File: config.mk
export PLATFORM = sky130hd
export DESIGN_NAME = fifod2frame
export DESIGN_NICKNAME = d
export VERILOG_FILES = /design/src/rtl/frame_pkg.sv /design/src/rtl/fifod2frame.sv
export SDC_FILE = /design/constraint.sdc
export NUM_CORES = 1
export LEC_CHECK = 0
export ABC_AREA = 1
export CORE_ASPECT_RATIO = 1.2
export CORE_MARGIN = 1
export CORE_UTILIZATION = 61
export DETAILED_ROUTE_END_ITERATION = 12
export GPL_ROUTABILITY_DRIVEN = 0
export PLACE_DENSITY = 0.95
export SLEW_MARGIN = 20
export SYNTH_ARGS = -nofsm -noshare
export SYNTH_HDL_FRONTEND = slang
export SYNTH_SLANG_ARGS = --single-unit
File: constraint.sdc
create_clock -name clk -period 6.05 [get_ports clk]
set_input_delay 1.21 -clock clk [delete_from_list [all_inputs] [get_ports clk]]
set_output_delay 1.21 -clock clk [all_outputs]
set_load 0.01 [all_outputs]
File: src/rtl/frame_pkg.sv
// frame_pkg
// Shared definitions for the FIFO-to-frame path: default header bytes,
// the empty-FIFO timeout default, frame overhead, the 8-bit state codes
// (same style as the top-level show_state debug bus) and a helper that
// selects a header byte by index.
package frame_pkg;

  localparam logic [7:0]  HEAD0_DEF = 8'h55;
  localparam logic [7:0]  HEAD1_DEF = 8'hAA;
  localparam int unsigned TMO_DEF   = 1023;

  // Header (6 bytes) plus checksum (1 byte)
  localparam int unsigned FRAME_OVH = 7;

  localparam logic [7:0] ST_IDLE = 8'h00;
  localparam logic [7:0] ST_HEAD = 8'h01;
  localparam logic [7:0] ST_PAYL = 8'h02;
  localparam logic [7:0] ST_CSUM = 8'h03;
  localparam logic [7:0] ST_DONE = 8'h04;

  typedef enum logic [7:0] {
    IDLE = ST_IDLE,
    HEAD = ST_HEAD,
    PAYL = ST_PAYL,
    CSUM = ST_CSUM,
    DONE = ST_DONE
  } state_e;

  localparam logic [2:0] HDR_LAST_IDX = 3'd5;

  // Header byte at position idx: HEAD0, HEAD1, kind, info, len hi, len lo
  function automatic logic [7:0] hdrByte(input logic [2:0]  idx,
                                         input logic [7:0]  h0,
                                         input logic [7:0]  h1,
                                         input logic [7:0]  kind,
                                         input logic [7:0]  info,
                                         input logic [11:0] len);
    logic [7:0] b;
    case (idx)
      3'd0:    b = h0;
      3'd1:    b = h1;
      3'd2:    b = kind;
      3'd3:    b = info;
      3'd4:    b = {4'h0, len[11:8]};
      default: b = len[7:0];
    endcase
    return b;
  endfunction

endpackage

File: src/rtl/fifod2frame.sv
// fifod2frame
// On a start level (fs) in IDLE, drains data_len bytes from the data FIFO
// and emits one frame over a valid/ready byte interface:
//   HEAD0 HEAD1 dev_kind dev_info {4'h0,len[11:8]} len[7:0] payload.. csum
// csum is the modulo-256 sum of dev_kind through the last payload byte.
// fd pulses once when the frame is finished (or aborted by timeout).
//
// Ports
//   clk, rst_n          clock, synchronous active-low reset
//   fs / fd / err       frame start level, done pulse, sticky timeout flag
//   data_len            payload length, latched at start
//   dev_kind, dev_info  device bytes, sampled when their header byte loads
//   fifo_rxd/rxen/empty FIFO read port (data valid the cycle after rxen)
//   tx_rdy/tx_en/tx_d/tx_last  byte stream toward the Ethernet transmitter
module fifod2frame
  import frame_pkg::*;
#(
  parameter logic [7:0]  HEAD0 = HEAD0_DEF,
  parameter logic [7:0]  HEAD1 = HEAD1_DEF,
  parameter int unsigned TMO   = TMO_DEF
) (
  input  logic        clk,
  input  logic        rst_n,
  input  logic        fs,
  output logic        fd,
  output logic        err,
  input  logic [11:0] data_len,
  input  logic [7:0]  dev_kind,
  input  logic [7:0]  dev_info,
  input  logic [7:0]  fifo_rxd,
  output logic        fifo_rxen,
  input  logic        fifo_empty,
  input  logic        tx_rdy,
  output logic        tx_en,
  output logic [7:0]  tx_d,
  output logic        tx_last
);

  localparam int TW = ($clog2(TMO + 1) > 10) ? $clog2(TMO + 1) : 10;

  state_e      state_q, state_d;
  logic [11:0] len_q, len_d;
  logic [11:0] rem_q, rem_d;
  logic [2:0]  idx_q, idx_d;
  logic        pend_q, pend_d;
  logic [TW-1:0] tmo_q, tmo_d;
  logic [7:0]  csum_q, csum_d;
  logic        outV_q, outV_d;
  logic [7:0]  outD_q, outD_d;
  logic        outLast_q, outLast_d;
  logic        err_q, err_d;

  logic        accept;
  logic        tmoHit;
  logic [7:0]  nextByte;

  // A byte read from the FIFO is presented straight from fifo_rxd in the
  // cycle it arrives (pend_q), so payload runs at one byte per cycle with
  // no gap after the header. If the sink stalls, the byte is parked in
  // outD_q. A new read is only issued when the byte currently on tx_d
  // leaves at this edge, which also keeps a pending byte from ever being
  // overrun.
  assign tx_en   = outV_q | pend_q;
  assign tx_d    = pend_q ? fifo_rxd : outD_q;
  assign tx_last = outLast_q;
  assign fd      = (state_q == DONE);
  assign err     = err_q;
  assign accept  = tx_en & tx_rdy;
  assign tmoHit  = (state_q == PAYL) && (tmo_q == TW'(TMO));

  assign fifo_rxen = ~fifo_empty & (rem_q != 12'd0) & (~tx_en | tx_rdy) & ~tmoHit &
                     ((state_q == PAYL) ||
                      ((state_q == HEAD) && (idx_q == HDR_LAST_IDX)));

  always_ff @(posedge clk) begin
    if (!rst_n) begin
      state_q   <= IDLE;
      len_q     <= '0;
      rem_q     <= '0;
      idx_q     <= '0;
      pend_q    <= 1'b0;
      tmo_q     <= '0;
      csum_q    <= '0;
      outV_q    <= 1'b0;
      outD_q    <= '0;
      outLast_q <= 1'b0;
      err_q     <= 1'b0;
    end else begin
      state_q   <= state_d;
      len_q     <= len_d;
      rem_q     <= rem_d;
      idx_q     <= idx_d;
      pend_q    <= pend_d;
      tmo_q     <= tmo_d;
      csum_q    <= csum_d;
      outV_q    <= outV_d;
      outD_q    <= outD_d;
      outLast_q <= outLast_d;
      err_q     <= err_d;
    end
  end

  always_comb begin
    state_d   = state_q;
    len_d     = len_q;
    rem_d     = rem_q;
    idx_d     = idx_q;
    pend_d    = 1'b0;
    tmo_d     = tmo_q;
    csum_d    = csum_q;
    outV_d    = outV_q;
    outD_d    = outD_q;
    outLast_d = outLast_q;
    err_d     = err_q;
    nextByte  = 8'h00;

    // Every payload byte is summed exactly once, in its arrival cycle
    if (pend_q) csum_d = csum_q + fifo_rxd;

    if (fifo_rxen) begin
      rem_d  = rem_q - 12'd1;
      pend_d = 1'b1;
    end

    case (state_q)
      IDLE: begin
        if (fs) begin
          state_d   = HEAD;
          len_d     = data_len;
          rem_d     = data_len;
          idx_d     = 3'd0;
          csum_d    = 8'h00;
          tmo_d     = '0;
          err_d     = 1'b0;
          outV_d    = 1'b1;
          outD_d    = HEAD0;
          outLast_d = 1'b0;
        end
      end
      HEAD: begin
        if (accept) begin
          if (idx_q != HDR_LAST_IDX) begin
            idx_d    = idx_q + 3'd1;
            nextByte = hdrByte(idx_d, HEAD0, HEAD1, dev_kind, dev_info, len_q);
            outD_d   = nextByte;
            if (idx_d >= 3'd2) csum_d = csum_q + nextByte;
          end else begin
            outV_d = 1'b0;
            if (len_q != 12'd0) begin
              state_d = PAYL;
              tmo_d   = '0;
            end else begin
              state_d   = CSUM;
              outV_d    = 1'b1;
              outD_d    = csum_q;
              outLast_d = 1'b1;
            end
          end
        end
      end
      PAYL: begin
        if (pend_q && !tx_rdy) begin
          outV_d = 1'b1;
          outD_d = fifo_rxd;
        end else if (outV_q && tx_rdy) begin
          outV_d = 1'b0;
        end
        if (fifo_rxen) tmo_d = '0;
        else if ((rem_q != 12'd0) && !pend_q && fifo_empty) tmo_d = tmo_q + TW'(1);
        // rem_q==0 means the byte being accepted is the last payload byte;
        // csum_d already includes it when it arrives this cycle
        if ((rem_q == 12'd0) && accept) begin
          state_d   = CSUM;
          outV_d    = 1'b1;
          outD_d    = csum_d;
          outLast_d = 1'b1;
        end else if (tmoHit) begin
          state_d = DONE;
          outV_d  = 1'b0;
          err_d   = 1'b1;
        end
      end
      CSUM: begin
        if (accept) begin
          state_d   = DONE;
          outV_d    = 1'b0;
          outLast_d = 1'b0;
        end
      end
      DONE: begin
        state_d = IDLE;
      end
      default: begin
        state_d = IDLE;
      end
    endcase
  end

endmodule

# Word level (Yosys, flattened, before mapping)
# Cells that the tools add are included.
[word_totals]
output_inout_bits = 13
in_bits = 41
ff_bits = 65
[classes]
magnitude_cmp = 1
n_bitwise = 10
add_sub_neg = 5
muxes = 60
reduce_logical = 27
eq_ne = 26
[op_table]
columns = ["op", "n"]
rows = [
  ["$mux 8", 21],
  ["$mux 10", 6],
  ["$pmux 8 s5", 1],
  ["$mux 12", 3],
  ["$pmux 8 s4", 1],
  ["$pmux 10 s3", 1],
  ["$pmux 8 s3", 1],
  ["$reduce_bool 12->1", 2],
  ["$mux 1", 18],
  ["$add 8x8->8", 2],
  ["$eq 8x2->1 const B", 2],
  ["$pmux 8 s2", 1],
  ["$ne 2x2->1 const B", 7],
  ["$logic_not 12->1", 1],
  ["$reduce_and 6->1", 2],
  ["$sub 12x1->12 const B", 1],
  ["$add 10x1->10 const B", 1],
  ["$eq 10x10->1 const B", 1],
  ["$reduce_and 5->1", 2],
  ["$mux 3", 3],
  ["$eq 8x1->1 const B", 1],
  ["$eq 8x3->1 const B", 1],
  ["$logic_not 8->1", 1],
  ["$pmux 1 s4", 2],
  ["other kinds (25)", 47],
]

# Longest topological paths before layout
[depth]
depth_word = 11
depth_mapped = 21

# Least setup slack after synthesis
# OpenSTA, ideal clock, no wires.
[synth_timing]
path_type = "input -> output"
start = "input port tx_rdy"
end = "output port fifo_rxen"
stages = 5
n_path_buf = 1
arrival_time_ns = 1.802
slack_ns = 3.038
required_time_ns = 4.840
cell_sequence = "inv_1 > a21oi_1 > nand4_2 > inv_2 > buf_6"
[synth_via]
elab_chain_cells = 4
[synth_lines]
columns = ["item", "line_no", "text"]
rows = [
  ["start: declaration", "fifod2frame.sv:33", "input logic tx_rdy,"],
  ["$or 1x1->1", "fifod2frame.sv:71", "assign fifo_rxen = ~fifo_empty & (rem_q != 12'd0) & (~tx_en | tx_rdy) & ~tmoHit &"],
  ["$and 1x1->1 (3 in series)", "fifod2frame.sv:71", ""],
  ["end: declaration", "fifod2frame.sv:31", "output logic fifo_rxen,"],
]
# No other way between the ends.

# Final worst setup path
# Ends and elaborated chain as after synthesis.

==> impl_results.md <==
* Status: complete, no violations
* Post-route ant nets at 0
* Core area at 7270 sq um
* Dpl ws at 1620 ps
* Die Area at 7850 sq um
* Via count at 5,379
* Max Buffers Root-to-Sink at 2
* FFs w/ async S/R, synth at 0%
* RSZ-0062 raised after global routing: no
* All-Layer GR Usage at 39.0%
* Clk slew on worst S/H paths at 70 ps
* Post-DP HPWL at 10.0 mm
* Area used by multi-input combinational logic at 2940 sq um
* # nets final at 860
* WS Path Type: input pin to primary output
* Syn-to-layout area delta at 17.6%
* Peak supply drop at 0.285 mV
* Met3 GRT Util at 13.5%
* Post-synth top flop: dfxtp_1
* Yosys reg bits at 60
* Drt first pass iters at 6
* Initial Utilization at 62.9%
* Port-buffer cells at 53
* CP max FO at 13
* Worst setup SP type: input pin
* Met2 GRT Util at 62.1%
* Crit path DAT at 3260 ps
* H-tree depth at 3
* Cell variety after synth at 44
* Crit path capture type: primary output
* Share of post-route cells with drive strength above 1 at 7.12%
* Crit-path cells: clkdlybuf4s50_1, inv_1, a21oi_1, nand4_2, inv_2, clkdlybuf4s50_1
* Initial antenna violation count at 0
* Max-cap violations at 0
* Slowest library cell on the worst path: clkdlybuf4s50_1
* Setup TNS at 0 ps
* Tightest Pin Transition at 980 ps
* Hold Crit Class: flip-flop to flip-flop
* Global-route wire length before repair at 23.8 mm
* Post-CTS Hold Buffers at 0
* Min Clock Period, post-route at 4470 ps
* Post-CTS Setup Inserts at 0
* Remaining Overflow, GRT at 0
* Slew margin rel. at 34.0%
* Clock sinks at 60
* FF+latch area at 1200 sq um
* GRT busiest layer: met2
* Avg WL per Cell at 15.5 microns
* Slack of the critical path at 1580 ps
* Post-Syn Instances at 748
* Tcrit/Tclk final at 74.0%
* Vias per inst at 6.04
* Die height at 96.9 microns
* Ys Warns at 0
* F_max at 223 MHz
* Sequential area share after synthesis at 26.3%
* Setup Viol. Count Final at 0
* Layout fillers at 548
* Slew Limit Fails at 0
* Post-CTS sizing at 0
* Die Width at 81.0 microns
* # DRC at 0
* Ant diodes at 0
* CP Data Required Time at 4840 ps
* Row count at 34
* Crit-path max cell delay at 580 ps
* Number of synthesized flops with an enable pin at 0
* Initial DRC Count at 662
* CTS tree: yes
* IO Count at 54
* Number of buffers created by CTS at 9
* Vias in the first global route at 5,221
* CTS root buf: clkbuf_8
* Hold Worst Slack at 474 ps
* Final hold violation count at 0
* Finished Core Util at 73.9%
* PD cells at 478 nW/um^2
* Synthesized area at 4570 sq um
* Largest net degree at the start of global routing at 50
* Total Wirelength at 13.8 mm
* Final Skew at 10.5 ps
* Met1 GRT Util at 42.1%
* Syn avg cell area at 6.11 sq um
* Syn nets at 812
* Leakage at 2.51 nW
* Clk_lat worst skew at 360 ps
* Most used cell, CP: clkdlybuf4s50_1
==> layout by cell type (no fill, tap or decap), drive strengths merged, types with 9 or more instances in the layout <==
cell / instances
o21ai: 33
nor3: 12
a21oi: 64
dfxtp: 60
clkbuf: 9
clkdlybuf4s50: 53
nand3: 72
nand4: 11
nor2: 67
ha: 21
inv: 91
nand2: 251
==> layout make-up <==
type	instances	share of cell area, %
inverters	90	6.28
well taps	90	2.09
clock inverters	7	2.30
repair buffers	54	10.0
multi-input cells	581	54.7
clock buffers	9	2.30
flip-flops and latches	60	22.3
==> state kept, by name, summed over array words and instances, names as in the netlist <==
register	flops
len_q	12
outD_q	8
rem_q	12
tmo_q	10
pend_q	1
idx_q	3
err	1
tx_last	1
csum_q	8
outV_q	1
state_q	3
==> critical path: cells and delay by family <==
family                 cells  cell delay (ps)
AOI/OAI and AO/OA          1              250
buffers and inverters      4             1430
and+or+nand+nor            1              370
==> per-layer routing <==
layer | vias to the layer above | part of all wire, %
li1 | 2538 | -
met1 | 2429 | 36
met2 | 316 | 48
met3 | 96 | 8.4
met4 | 0 | 7.5
met5 | - | 0
==> where the power goes <==
| group | leakage, nW | total, W | internal (W) | switching [W] |
|---|---|---|---|---|
| clock | 0.120 | 0.000464 | 0.000276 | 0.000188 |
| combinational | 1.90 | 0.00153 | 0.000517 | 0.00101 |
| sequential | 0.490 | 0.000577 | 0.000487 | 0.0000903 |
==> path summary, 6_finish.rpt <==
path             start         to  slack [ps]  cells after the start
max             tx_rdy  fifo_rxen        1580                      6
min          outD_q[5]  outD_q[5]         470                      2
max reg2reg   idx_q[1]  csum_q[6]        2640                     16
min reg2reg  outD_q[5]  outD_q[5]         470                      2
==> cell families (layout without fill, tap and decap cells) <==
family          Yosys count  count (layout)  share of synthesized area, %
buf+inv                 107             160                          9.41
xor+xnor                  7               7                          1.34
flops                    60              60                          26.3
simple gates            425             425                          40.8
compound gates          126             126                          15.6
fa+ha+maj                23              23                          6.62
==> through the flow <==
step           std cells  power, W  instance area, sq um
5_1_grt              891   0.00277                  5380
3_5_place_dp         875   0.00204                  5130
3_3_place_gp         875   0.00197                  5130
2_1_floorplan        748   0.00169                  4570
4_1_cts              891   0.00251                  5380
6_report             891   0.00257                  5380
==> synthesized netlist by cell type (2+ instances only) <==
master    number  share of area (%)
nand3_1       68                7.4
a22oi_1        4               0.66
inv_1         79                6.5
buf_2          2               0.22
o21ai_0       30                3.3
nor2_1        60                4.9
nand3_2        3               0.66
nor2_2         3               0.41
o21ai_1        2               0.22
nand2_1      243                 20
nor3_1        12                1.3
dfxtp_1       60                 26
nor2_4         4               0.98
a21oi_1       61                6.7
or2_2          5               0.68
o211ai_1       3               0.49
nand3b_1       4               0.66
a21oi_2        3               0.57
ha_1          21                5.7
nand2_2        6               0.82
xor2_1         6                1.1
o21a_1         4               0.66
inv_2         11               0.90
a21o_1         3               0.49
nand4_1       10                1.4
fa_1           2               0.88
o21bai_1       2               0.33
buf_6          3               0.74
nand2_4        2               0.49
o22ai_1        5               0.68
a211oi_1       4               0.66
clkbuf_1      11               0.90
No activity file was read; power rests on OpenSTA's default activity.
